`config.mk`:
```
export PLATFORM = sky130hd
export DESIGN_NAME = dither_frame_sequencer
export DESIGN_NICKNAME = d
export VERILOG_FILES = /design/src/rtl/dither_pkg.sv /design/src/rtl/dither_scan_counter.sv /design/src/rtl/dither_frame_sequencer.sv
export SDC_FILE = /design/constraint.sdc
export NUM_CORES = 1
export LEC_CHECK = 0
export CAP_MARGIN = 25
export CELL_PAD_IN_SITES_DETAIL_PLACEMENT = 0
export CELL_PAD_IN_SITES_GLOBAL_PLACEMENT = 1
export CORE_ASPECT_RATIO = 1.2
export CORE_MARGIN = 1
export CORE_UTILIZATION = 39
export CTS_CLUSTER_DIAMETER = 150
export DETAILED_ROUTE_END_ITERATION = 10
export PLACE_DENSITY_LB_ADDON = 0.1
export RECOVER_POWER = 25
export SYNTH_ARGS = -nofsm -noshare
export SYNTH_HDL_FRONTEND = slang
export SYNTH_SLANG_ARGS = --single-unit
```
`constraint.sdc`:
```
create_clock -name clk -period 3.4 [get_ports clk]
set_input_delay 0.51 -clock clk [delete_from_list [all_inputs] [get_ports clk]]
set_output_delay 0.51 -clock clk [all_outputs]
set_load 0.1 [all_outputs]
```
`src/rtl/dither_pkg.sv`:
```
// Shared types and helpers for the dither frame sequencer.
package dither_pkg;

  typedef enum logic [2:0] {
    ST_IDLE    = 3'd0,
    ST_LOAD    = 3'd1,
    ST_QUANT   = 3'd2,
    ST_DIFFUSE = 3'd3,
    ST_ADVANCE = 3'd4,
    ST_FINISH  = 3'd5
  } seq_state_e;

  typedef struct packed {
    logic fwd;
    logic below;
    logic below_fwd;
    logic below_back;
  } nb_flags_t;

  // "Forward" follows the scan direction of the current row; the row end is
  // the last pixel in that direction and the row start the first.
  function automatic nb_flags_t nb_calc(input int x, input int y, input logic dir_left,
                                        input int img_w, input int img_h);
    nb_flags_t f;
    logic row_end;
    logic row_start;
    logic has_below;
    row_end      = dir_left ? (x == 0) : (x == img_w - 1);
    row_start    = dir_left ? (x == img_w - 1) : (x == 0);
    has_below    = (y < img_h - 1);
    f.fwd        = !row_end;
    f.below      = has_below;
    f.below_fwd  = has_below && !row_end;
    f.below_back = has_below && !row_start;
    return f;
  endfunction

endpackage

```
`src/rtl/dither_scan_counter.sv`:
```
// Frame walk counters: channel, column, row and scan direction.
module dither_scan_counter
  import dither_pkg::*;
#(
  parameter int IMG_W    = 640,
  parameter int IMG_H    = 480,
  parameter int CHANNELS = 3,
  parameter int XW       = $clog2(IMG_W),
  parameter int YW       = $clog2(IMG_H),
  parameter int CW       = (CHANNELS > 1) ? $clog2(CHANNELS) : 1
) (
  input  logic          clk,
  input  logic          rst,
  input  logic          clr_i,
  input  logic          serp_i,
  input  logic          step_i,
  output logic [XW-1:0] x_o,
  output logic [YW-1:0] y_o,
  output logic [CW-1:0] ch_o,
  output logic          dir_left_o,
  output logic          frame_end_o
);

  localparam logic [XW-1:0] X_LAST  = XW'(IMG_W - 1);
  localparam logic [YW-1:0] Y_LAST  = YW'(IMG_H - 1);
  localparam logic [CW-1:0] CH_LAST = CW'(CHANNELS - 1);

  logic [XW-1:0] x_q, x_d;
  logic [YW-1:0] y_q, y_d;
  logic [CW-1:0] ch_q, ch_d;
  logic          dir_q, dir_d;
  logic          serp_q, serp_d;
  logic          row_end;

  assign row_end = dir_q ? (x_q == '0) : (x_q == X_LAST);

  // Next position: channel first, then column toward the row end, then row.
  // The caller never steps on the frame end, so y never passes Y_LAST.
  always_comb begin
    x_d    = x_q;
    y_d    = y_q;
    ch_d   = ch_q;
    dir_d  = dir_q;
    serp_d = serp_q;
    if (clr_i) begin
      x_d    = '0;
      y_d    = '0;
      ch_d   = '0;
      dir_d  = 1'b0;
      serp_d = serp_i;
    end else if (step_i) begin
      if (ch_q != CH_LAST) begin
        ch_d = ch_q + CW'(1);
      end else begin
        ch_d = '0;
        if (row_end) begin
          y_d = y_q + YW'(1);
          if (serp_q) dir_d = ~dir_q;
          else        x_d   = '0;
        end else if (dir_q) begin
          x_d = x_q - XW'(1);
        end else begin
          x_d = x_q + XW'(1);
        end
      end
    end
  end

  // Counter registers with synchronous active-low reset.
  always_ff @(posedge clk) begin
    if (!rst) begin
      x_q    <= '0;
      y_q    <= '0;
      ch_q   <= '0;
      dir_q  <= 1'b0;
      serp_q <= 1'b0;
    end else begin
      x_q    <= x_d;
      y_q    <= y_d;
      ch_q   <= ch_d;
      dir_q  <= dir_d;
      serp_q <= serp_d;
    end
  end

  assign x_o         = x_q;
  assign y_o         = y_q;
  assign ch_o        = ch_q;
  assign dir_left_o  = dir_q;
  assign frame_end_o = (ch_q == CH_LAST) && row_end && (y_q == Y_LAST);

endmodule

```
`src/rtl/dither_frame_sequencer.sv`:
```
// Frame sequencer for the error-diffusion dithering datapath.
//
// state      | meaning
// IDLE       | waiting for start
// LOAD       | old-pixel read requested, waiting for rd_valid
// QUANT      | one-cycle quantise/store strobe
// DIFFUSE    | error-diffusion writes requested, waiting for diff_ack
// ADVANCE    | step to the next component or leave for FINISH
// FINISH     | one-cycle done pulse, back to IDLE
module dither_frame_sequencer
  import dither_pkg::*;
#(
  parameter int IMG_W    = 640,
  parameter int IMG_H    = 480,
  parameter int CHANNELS = 3,
  parameter int XW       = $clog2(IMG_W),
  parameter int YW       = $clog2(IMG_H),
  parameter int CW       = (CHANNELS > 1) ? $clog2(CHANNELS) : 1
) (
  input  logic          clk,
  input  logic          rst,
  input  logic          start,
  input  logic          serpentine,
  input  logic          abort,
  output logic          rd_req,
  input  logic          rd_valid,
  output logic          quant_en,
  output logic          diff_req,
  input  logic          diff_ack,
  output logic [XW-1:0] x,
  output logic [YW-1:0] y,
  output logic [CW-1:0] ch,
  output logic          dir_left,
  output logic          nb_fwd,
  output logic          nb_below,
  output logic          nb_below_fwd,
  output logic          nb_below_back,
  output logic          busy,
  output logic          done,
  output logic          aborted
);

  seq_state_e state_q, state_d;
  logic       aborted_q, aborted_d;
  logic       cnt_clr;
  logic       cnt_step;
  logic       frame_end;
  nb_flags_t  nb;

  dither_scan_counter #(
    .IMG_W   (IMG_W),
    .IMG_H   (IMG_H),
    .CHANNELS(CHANNELS),
    .XW      (XW),
    .YW      (YW),
    .CW      (CW)
  ) u_scan (
    .clk        (clk),
    .rst        (rst),
    .clr_i      (cnt_clr),
    .serp_i     (serpentine),
    .step_i     (cnt_step),
    .x_o        (x),
    .y_o        (y),
    .ch_o       (ch),
    .dir_left_o (dir_left),
    .frame_end_o(frame_end)
  );

  // Next state; abort overrides every handshake once a frame is running.
  always_comb begin
    state_d   = state_q;
    aborted_d = aborted_q;
    cnt_clr   = 1'b0;
    cnt_step  = 1'b0;
    case (state_q)
      ST_IDLE: begin
        if (start) begin
          cnt_clr   = 1'b1;
          aborted_d = 1'b0;
          state_d   = ST_LOAD;
        end
      end
      ST_LOAD, ST_QUANT, ST_DIFFUSE, ST_ADVANCE: begin
        if (abort) begin
          aborted_d = 1'b1;
          state_d   = ST_FINISH;
        end else begin
          case (state_q)
            ST_LOAD:    if (rd_valid) state_d = ST_QUANT;
            ST_QUANT:   state_d = ST_DIFFUSE;
            ST_DIFFUSE: if (diff_ack) state_d = ST_ADVANCE;
            default: begin
              if (frame_end) begin
                state_d = ST_FINISH;
              end else begin
                cnt_step = 1'b1;
                state_d  = ST_LOAD;
              end
            end
          endcase
        end
      end
      ST_FINISH: state_d = ST_IDLE;
      default:   state_d = ST_IDLE;
    endcase
  end

  // State and abort flag with synchronous active-low reset.
  always_ff @(posedge clk) begin
    if (!rst) begin
      state_q   <= ST_IDLE;
      aborted_q <= 1'b0;
    end else begin
      state_q   <= state_d;
      aborted_q <= aborted_d;
    end
  end

  assign rd_req   = (state_q == ST_LOAD);
  assign quant_en = (state_q == ST_QUANT);
  assign diff_req = (state_q == ST_DIFFUSE);
  assign busy     = (state_q == ST_LOAD) || (state_q == ST_QUANT) ||
                    (state_q == ST_DIFFUSE) || (state_q == ST_ADVANCE);
  assign done     = (state_q == ST_FINISH);
  assign aborted  = aborted_q;

  // Neighbour flags only mean something while a component is in flight.
  assign nb            = nb_calc(int'(x), int'(y), dir_left, IMG_W, IMG_H);
  assign nb_fwd        = busy && nb.fwd;
  assign nb_below      = busy && nb.below;
  assign nb_below_fwd  = busy && nb.below_fwd;
  assign nb_below_back = busy && nb.below_back;

endmodule
```
==> impl_metrics.ini, run 1 <==
[status]
status = complete, no violations

[global_route]
grt_pass1_wl_um = 6560
grt_pass1_vias = 1447
grt_max_degree = 22
grt_overflow = 0
grt.total_usage = 0.177
antenna_found_initial = 0

[critical_path]
worstRegToRegCells = 6
worstPathRequired_ns = 3.53
rr_endpoint = u_scan.dir_left_o
slowest_delay_ns = 0.90
r2r-start = u_scan.x_o[0]
critPathKind = reg2reg
slowest_stage = a211oi_1
critPathLaunch = u_scan.x_o[0]
worstSetupPathDepth = 6
path_cells = nand4_1 -> or4_1 -> a211oi_1 -> nand2_1 -> xnor2_1 -> nor2_1
critPathLaunchType = flop
r2r_setup_slack_ns = 0.72
path_buf_inv = 0
cp-endpoint = u_scan.dir_left_o
path_delay_family = simple AND/OR/NAND/NOR gates
end_kind = flop
crit_fanout = 8
cp.arrival_ns = 2.81

[detailed_routing]
vias = 1631
first_pass_iters = 4
wl_um = 3970
viasPerCell = 5.42
final_antenna_net_count = 0
remaining_drc_errors = 0
wire_per_inst_um = 13.2
drtIter0Drc = 110

[power]
p_switching_w = 0.000230
power_frac_seq = 0.495
combPwrFrac = 0.221
max-vdd-ir-drop_uv = 129
powerDensity_nw_per_um2 = 315
pwr-share-clk = 0.284
p_int_w = 0.000433
sw_frac_of_total = 0.347
p_leak_nw = 0.728

[logic_synthesis]
yosys_warnings = 0
netlist_area_um2 = 1690
synth_edf_count = 0
synth_area_leader_cell = dfxtp_1
postSynthCellCount = 209
ys_types = 47
netlist.area_leader.share = 0.320
yosysSeqAreaShare = 0.320
yosys-top-cells-area = dfxtp_1, nor2_1, ha_1
syn_area_per_cell_um2 = 8.09
synth_ff_type = dfxtp_1
syn_nets = 226
ys_ff_latch = 27
synthArstFlopShare = 0

[place]
dpl.hpwl_um = 2930
port_buffers = 38
place_inst = 297
dp_slack_ns = 0.779
placed_cell_area_um2 = 2100
gp_congestion = 0.778

[clocking]
clock_path_buffers = 2
cts.repair.resized = 0
cts_sinks = 27
cts_tree = yes
htree_levels = 1
clockRootBuffer = clkbuf_8
insertion_delay_ns = 0.27
cts_setup_buffers = 0
path_clk_slew_ns = 0.10
postCtsHoldBufs = 0
numCtsBuffers = 3

[timing]
fmax_ghz = 0.373
rsz0062_at_grt = false
hold_violations = 0
worst_clock_skew_ns = 0.00924
holdWs_ns = 0.497
worst_pin_slew_ns = 1.17
setup_viol = 0
period_needed_ns = 2.68
maxSlewViolCount = 0
slew_headroom = 0.226
period_share = 0.789
setup_ws_ns = 0.719

[job]
cap_viol_max_count = 0

[final_layout]
layout_commonest_cell = nor2_1
stdcell_count = 301
n_antenna_cell = 0
fillers = 422
layout-area-overhead-vs-synth_pct = 24.6
stdcell_area_um2 = 2110
mostFrequentLayoutCells = nor2_1, dfxtp_1, clkdlybuf4s50_1
final_core_util = 0.522
layout.nets = 265
drive_above_1_share = 0.0526

[die]
die_h_um = 74.1
start_util = 0.419
core_area_um2 = 4040
num_rows = 25
die-area_um2 = 4600
die_x_um = 62.1
io_pins = 39

[min_path]
hold_depth = 2
hp-class = reg2reg
## power by group through the flow
stage / Clock, W / Sequential [W] / Combinational (W)
floorplan: 0 / 0.000341 / 0.000111
global placement: 0 / 0.000335 / 0.000151
detailed placement: 0 / 0.000335 / 0.000151
CTS: 0.000196 / 0.000328 / 0.000152
global route: 0.000210 / 0.000329 / 0.000154
finish: 0.000189 / 0.000328 / 0.000147
## synthesized netlist by cell type (4+ instances only)
library cell / n
nor4_1: 4
inv_1: 7
nand2b_1: 5
nor2b_1: 5
a22oi_1: 5
nor3_1: 5
nor2_1: 35
xnor2_1: 9
dfxtp_1: 27
nand3_1: 8
o21ai_0: 9
ha_1: 9
a21oi_1: 11
xor2_1: 6
nand2_1: 14
nand4_1: 8
## through the flow
stage               power [W]  setup TNS [ns]
finish               0.000663               0
global route         0.000692               0
CTS                  0.000676               0
detailed placement   0.000487               0
global placement     0.000487               0
floorplan            0.000452          -0.659
## how the worst min path moves through the flow
| stage | from | end | slack, ns |
|---|---|---|---|
| global route | u_scan.x_o[8] | u_scan.x_o[8] | 0.55 |
| global placement | u_scan.ch_o[0] | u_scan.ch_o[0] | 0.49 |
| detailed placement | u_scan.ch_o[0] | u_scan.ch_o[0] | 0.48 |
| CTS | u_scan.ch_o[0] | u_scan.ch_o[0] | 0.50 |
| floorplan | u_scan.serp_q | u_scan.serp_q | 0.51 |
| finish | u_scan.ch_o[0] | u_scan.ch_o[0] | 0.50 |
## tightest hold or removal path: stages, from the launching register on
cell and delay [ns]:
dfxtp_1 0.34, nand2_1 0.06, a21oi_1 0.05
## state kept, by name (all words and copies together) (netlist names)
name and flops:
u_scan.serp_q 1, u_scan.dir_left_o 1, u_scan.ch_o 2, u_scan.x_o 10, state_q 3, aborted 1
u_scan.y_o 9
## cells by family after synthesis
family | synth area share
and+or+nand+nor | 0.289
AOI/OAI and AO/OA | 0.181
DFF | 0.320
xor gates and xnor gates | 0.0777
buffers and inverters | 0.0296
adders and majority gates | 0.0785
muxes | 0.0244
## per-layer routing
metal  share of wire  up-vias  track usage  wire length (um)
met1            0.48      761        0.217              1900
met2            0.48       32        0.325              1910
met4          0.0066        0       0.0465                26
met3           0.033        2       0.0291               129
met5               0        -            0                 0
li1                -      836            -                 -
## layout make-up
cell class | count | area [um^2] | area share
Timing Repair Buffer | 38 | 327 | 0.155
Clock buffer | 3 | 41.3 | 0.0196
Multi-Input combinational cell | 169 | 1090 | 0.517
Clock inverter | 1 | 7.51 | 0.00357
Tap cell | 54 | 67.6 | 0.0321
Sequential cell | 27 | 541 | 0.257
Inverter | 9 | 33.8 | 0.0160
Power figures use the tool's default switching activity.
==> run 2: changes to the inputs <==
- CORE_UTILIZATION: 39 -> 33
- clock period: 3.4 -> 2.19 ns (I/O delays scaled with it)
==> run 2 against run 1 <==
  * Clock skew shrank 0.0036 ns
  * Setup slack lost 0.68 ns
  * Via count grew 2.5%
  * Critical path depth shrank 1
  * First-iteration DRC count grew 4.5%
  * Sequential share of layout area shrank 0.93 points
  * Wire length grew 9.5%
  * Global-route usage shrank 0.62 points
  * Clock power grew 63%
  * Clock-buffer cell count is the same
  * Final cell count grew 7.3%
  * Sequential power grew 52%
  * Critical endpoint is now nb_fwd
  * Largest power group unchanged
==> impl_metrics.ini, run 2 (synthesis results as in run 1) <==
[status]
status = complete, no violations

[clocking]
clockRootBuffer = clkbuf_8
clock_path_buffers = 2
path_clk_slew_ns = 0.11
insertion_delay_ns = 0.28
numCtsBuffers = 3
cts_tree = yes
htree_levels = 1
cts_sinks = 27

[place]
dp_slack_ns = -0.00575
port_buffers = 38
gp_congestion = 0.732
dpl.hpwl_um = 3230

[final_layout]
layout.nets = 281
layout_commonest_cell = nor2_1
drive_above_1_share = 0.331
layout-area-overhead-vs-synth_pct = 42.1
n_antenna_cell = 0
mostFrequentLayoutCells = nor2_1, buf_4, nand2_1
largest_reg_flops = 10

[critical_path]
r2r_setup_slack_ns = 0.09
cp.arrival_ns = 1.83
rr_endpoint = u_scan.x_o[9]
critPathKind = reg2out
worstSetupPathDepth = 5
end_kind = output port
r2r-start = u_scan.dir_left_o
worstPathRequired_ns = 1.86
crit_fanout = 5
cp-endpoint = nb_fwd
slowest_stage = or4_4
critPathLaunch = u_scan.x_o[3]
slowest_delay_ns = 0.54
critPathLaunchType = flop
worstRegToRegCells = 8
path_cells = nand4_1 -> or4_4 -> and2_4 -> and2_4 -> buf_12
path_delay_family = simple AND/OR/NAND/NOR gates
path_buf_inv = 1
worst_path_most_repeated_cell = and2_4

[die]
num_rows = 28
die-area_um2 = 5410
core_area_um2 = 4940
die_h_um = 80.4
start_util = 0.342
io_pins = 39
die_x_um = 67.3

[power]
p_leak_nw = 0.897
max-vdd-ir-drop_uv = 221
powerDensity_nw_per_um2 = 457

[job]
cap_viol_max_count = 0

[detailed_routing]
final_antenna_net_count = 0
drtIter0Drc = 115
first_pass_iters = 5
viasPerCell = 5.17
wl_um = 4340
wire_per_inst_um = 13.4
vias = 1671
remaining_drc_errors = 0

[timing]
setup_ws_ns = 0.0363
fmax_ghz = 0.464
worst_pin_slew_ns = 1.17
maxSlewViolCount = 0
period_needed_ns = 2.15
period_share = 0.983
tns_ns = 0
worst_clock_skew_ns = 0.00562
setup_viol = 0
rsz0062_at_grt = true
hold_violations = 0
slew_headroom = 0.221

[global_route]
grt_pass1_wl_um = 7060
grt_overflow = 0
antenna_found_initial = 0
grt.total_usage = 0.171
grt_pass1_vias = 1524
grt_max_degree = 22

[min_path]
hp-class = reg2reg
[run 2: changes by cell type in the layout (fill, tap and decap cells not counted), sizes merged]
| cell | previous run | this run |
|---|---|---|
| clkinvlp | 1 | 3 |
| buf | 4 | 38 |
| clkdlybuf4s50 | 26 | 5 |
| clkbuf | 10 | 13 |
| clkinv | 1 | 0 |
| inv | 8 | 7 |
[run 2: area by class of cell]
cell class | instances | area [um^2]
Clock buffer | 3 | 41.3
Clock inverter | 1 | 7.51
Fill cell | 508 | 2540
Inverter | 9 | 41.3
Multi-Input combinational cell | 169 | 1170
Sequential cell | 27 | 594
Tap cell | 60 | 75.1
Timing Repair Buffer | 54 | 474
[run 2: per-layer routing]
layer / up-vias / wire length (um) / part of all wire / track usage
met3: 2 / 143 / 0.033 / 0.0170
met4: 0 / 29 / 0.0067 / 0.0511
met1: 771 / 1960 / 0.45 / 0.221
li1: 857 / - / - / -
met5: - / 0 / 0 / 0
met2: 41 / 2210 / 0.51 / 0.293
[run 2: worst min-delay path by stage]
stage | startpoint | endpoint | slack (ns) | depth (start not counted)
floorplan | diff_ack | state_q[1] | 0.45 | 1
global placement | u_scan.ch_o[1] | u_scan.ch_o[1] | 0.47 | 2
detailed placement | u_scan.ch_o[1] | u_scan.ch_o[1] | 0.48 | 2
CTS | u_scan.ch_o[1] | u_scan.ch_o[1] | 0.49 | 2
global route | u_scan.ch_o[1] | u_scan.ch_o[1] | 0.51 | 2
finish | u_scan.ch_o[1] | u_scan.ch_o[1] | 0.49 | 2
[run 2: through the flow]
step                      cell area, um^2  total power [W]   util  std cells  hold WS, ns
final                                2400          0.00110  0.486        323        0.488
after global routing                 2400          0.00114  0.486        323        0.506
after detailed placement             2290         0.000804  0.464        312        0.475
after CTS                            2380          0.00111  0.482        319        0.491
after global placement               2290         0.000804  0.464        312        0.471
after floorplan                      1780         0.000705      -        209        0.445
[run 2: worst reg2reg max path: cells and delay by family (launching register included)]
kind / cells / cell delay (ns)
multiplexers: 1 / 0.34
AO/OA/AOI/OAI: 5 / 0.88
flip-flops: 1 / 0.36
buffers and inverters: 1 / 0.16
adder cells (fa/ha/maj): 1 / 0.30
[run 2: what timing repair did]
| action | 4_1_cts | 5_1_grt |
|---|---|---|
| setup buffers | 3 | 4 |
| setup endpoints to repair | 2 | 12 |
| hold buffers | 0 | 0 |
| pin swaps | 4 | 2 |
| resized for setup | 7 | 10 |
[run 2: power by group]
part           switching (W)  total [W]  internal, W
clock network       0.000178   0.000308     0.000130
registers          0.0000122   0.000498     0.000486
logic               0.000197   0.000292    0.0000953
total               0.000387    0.00110     0.000711
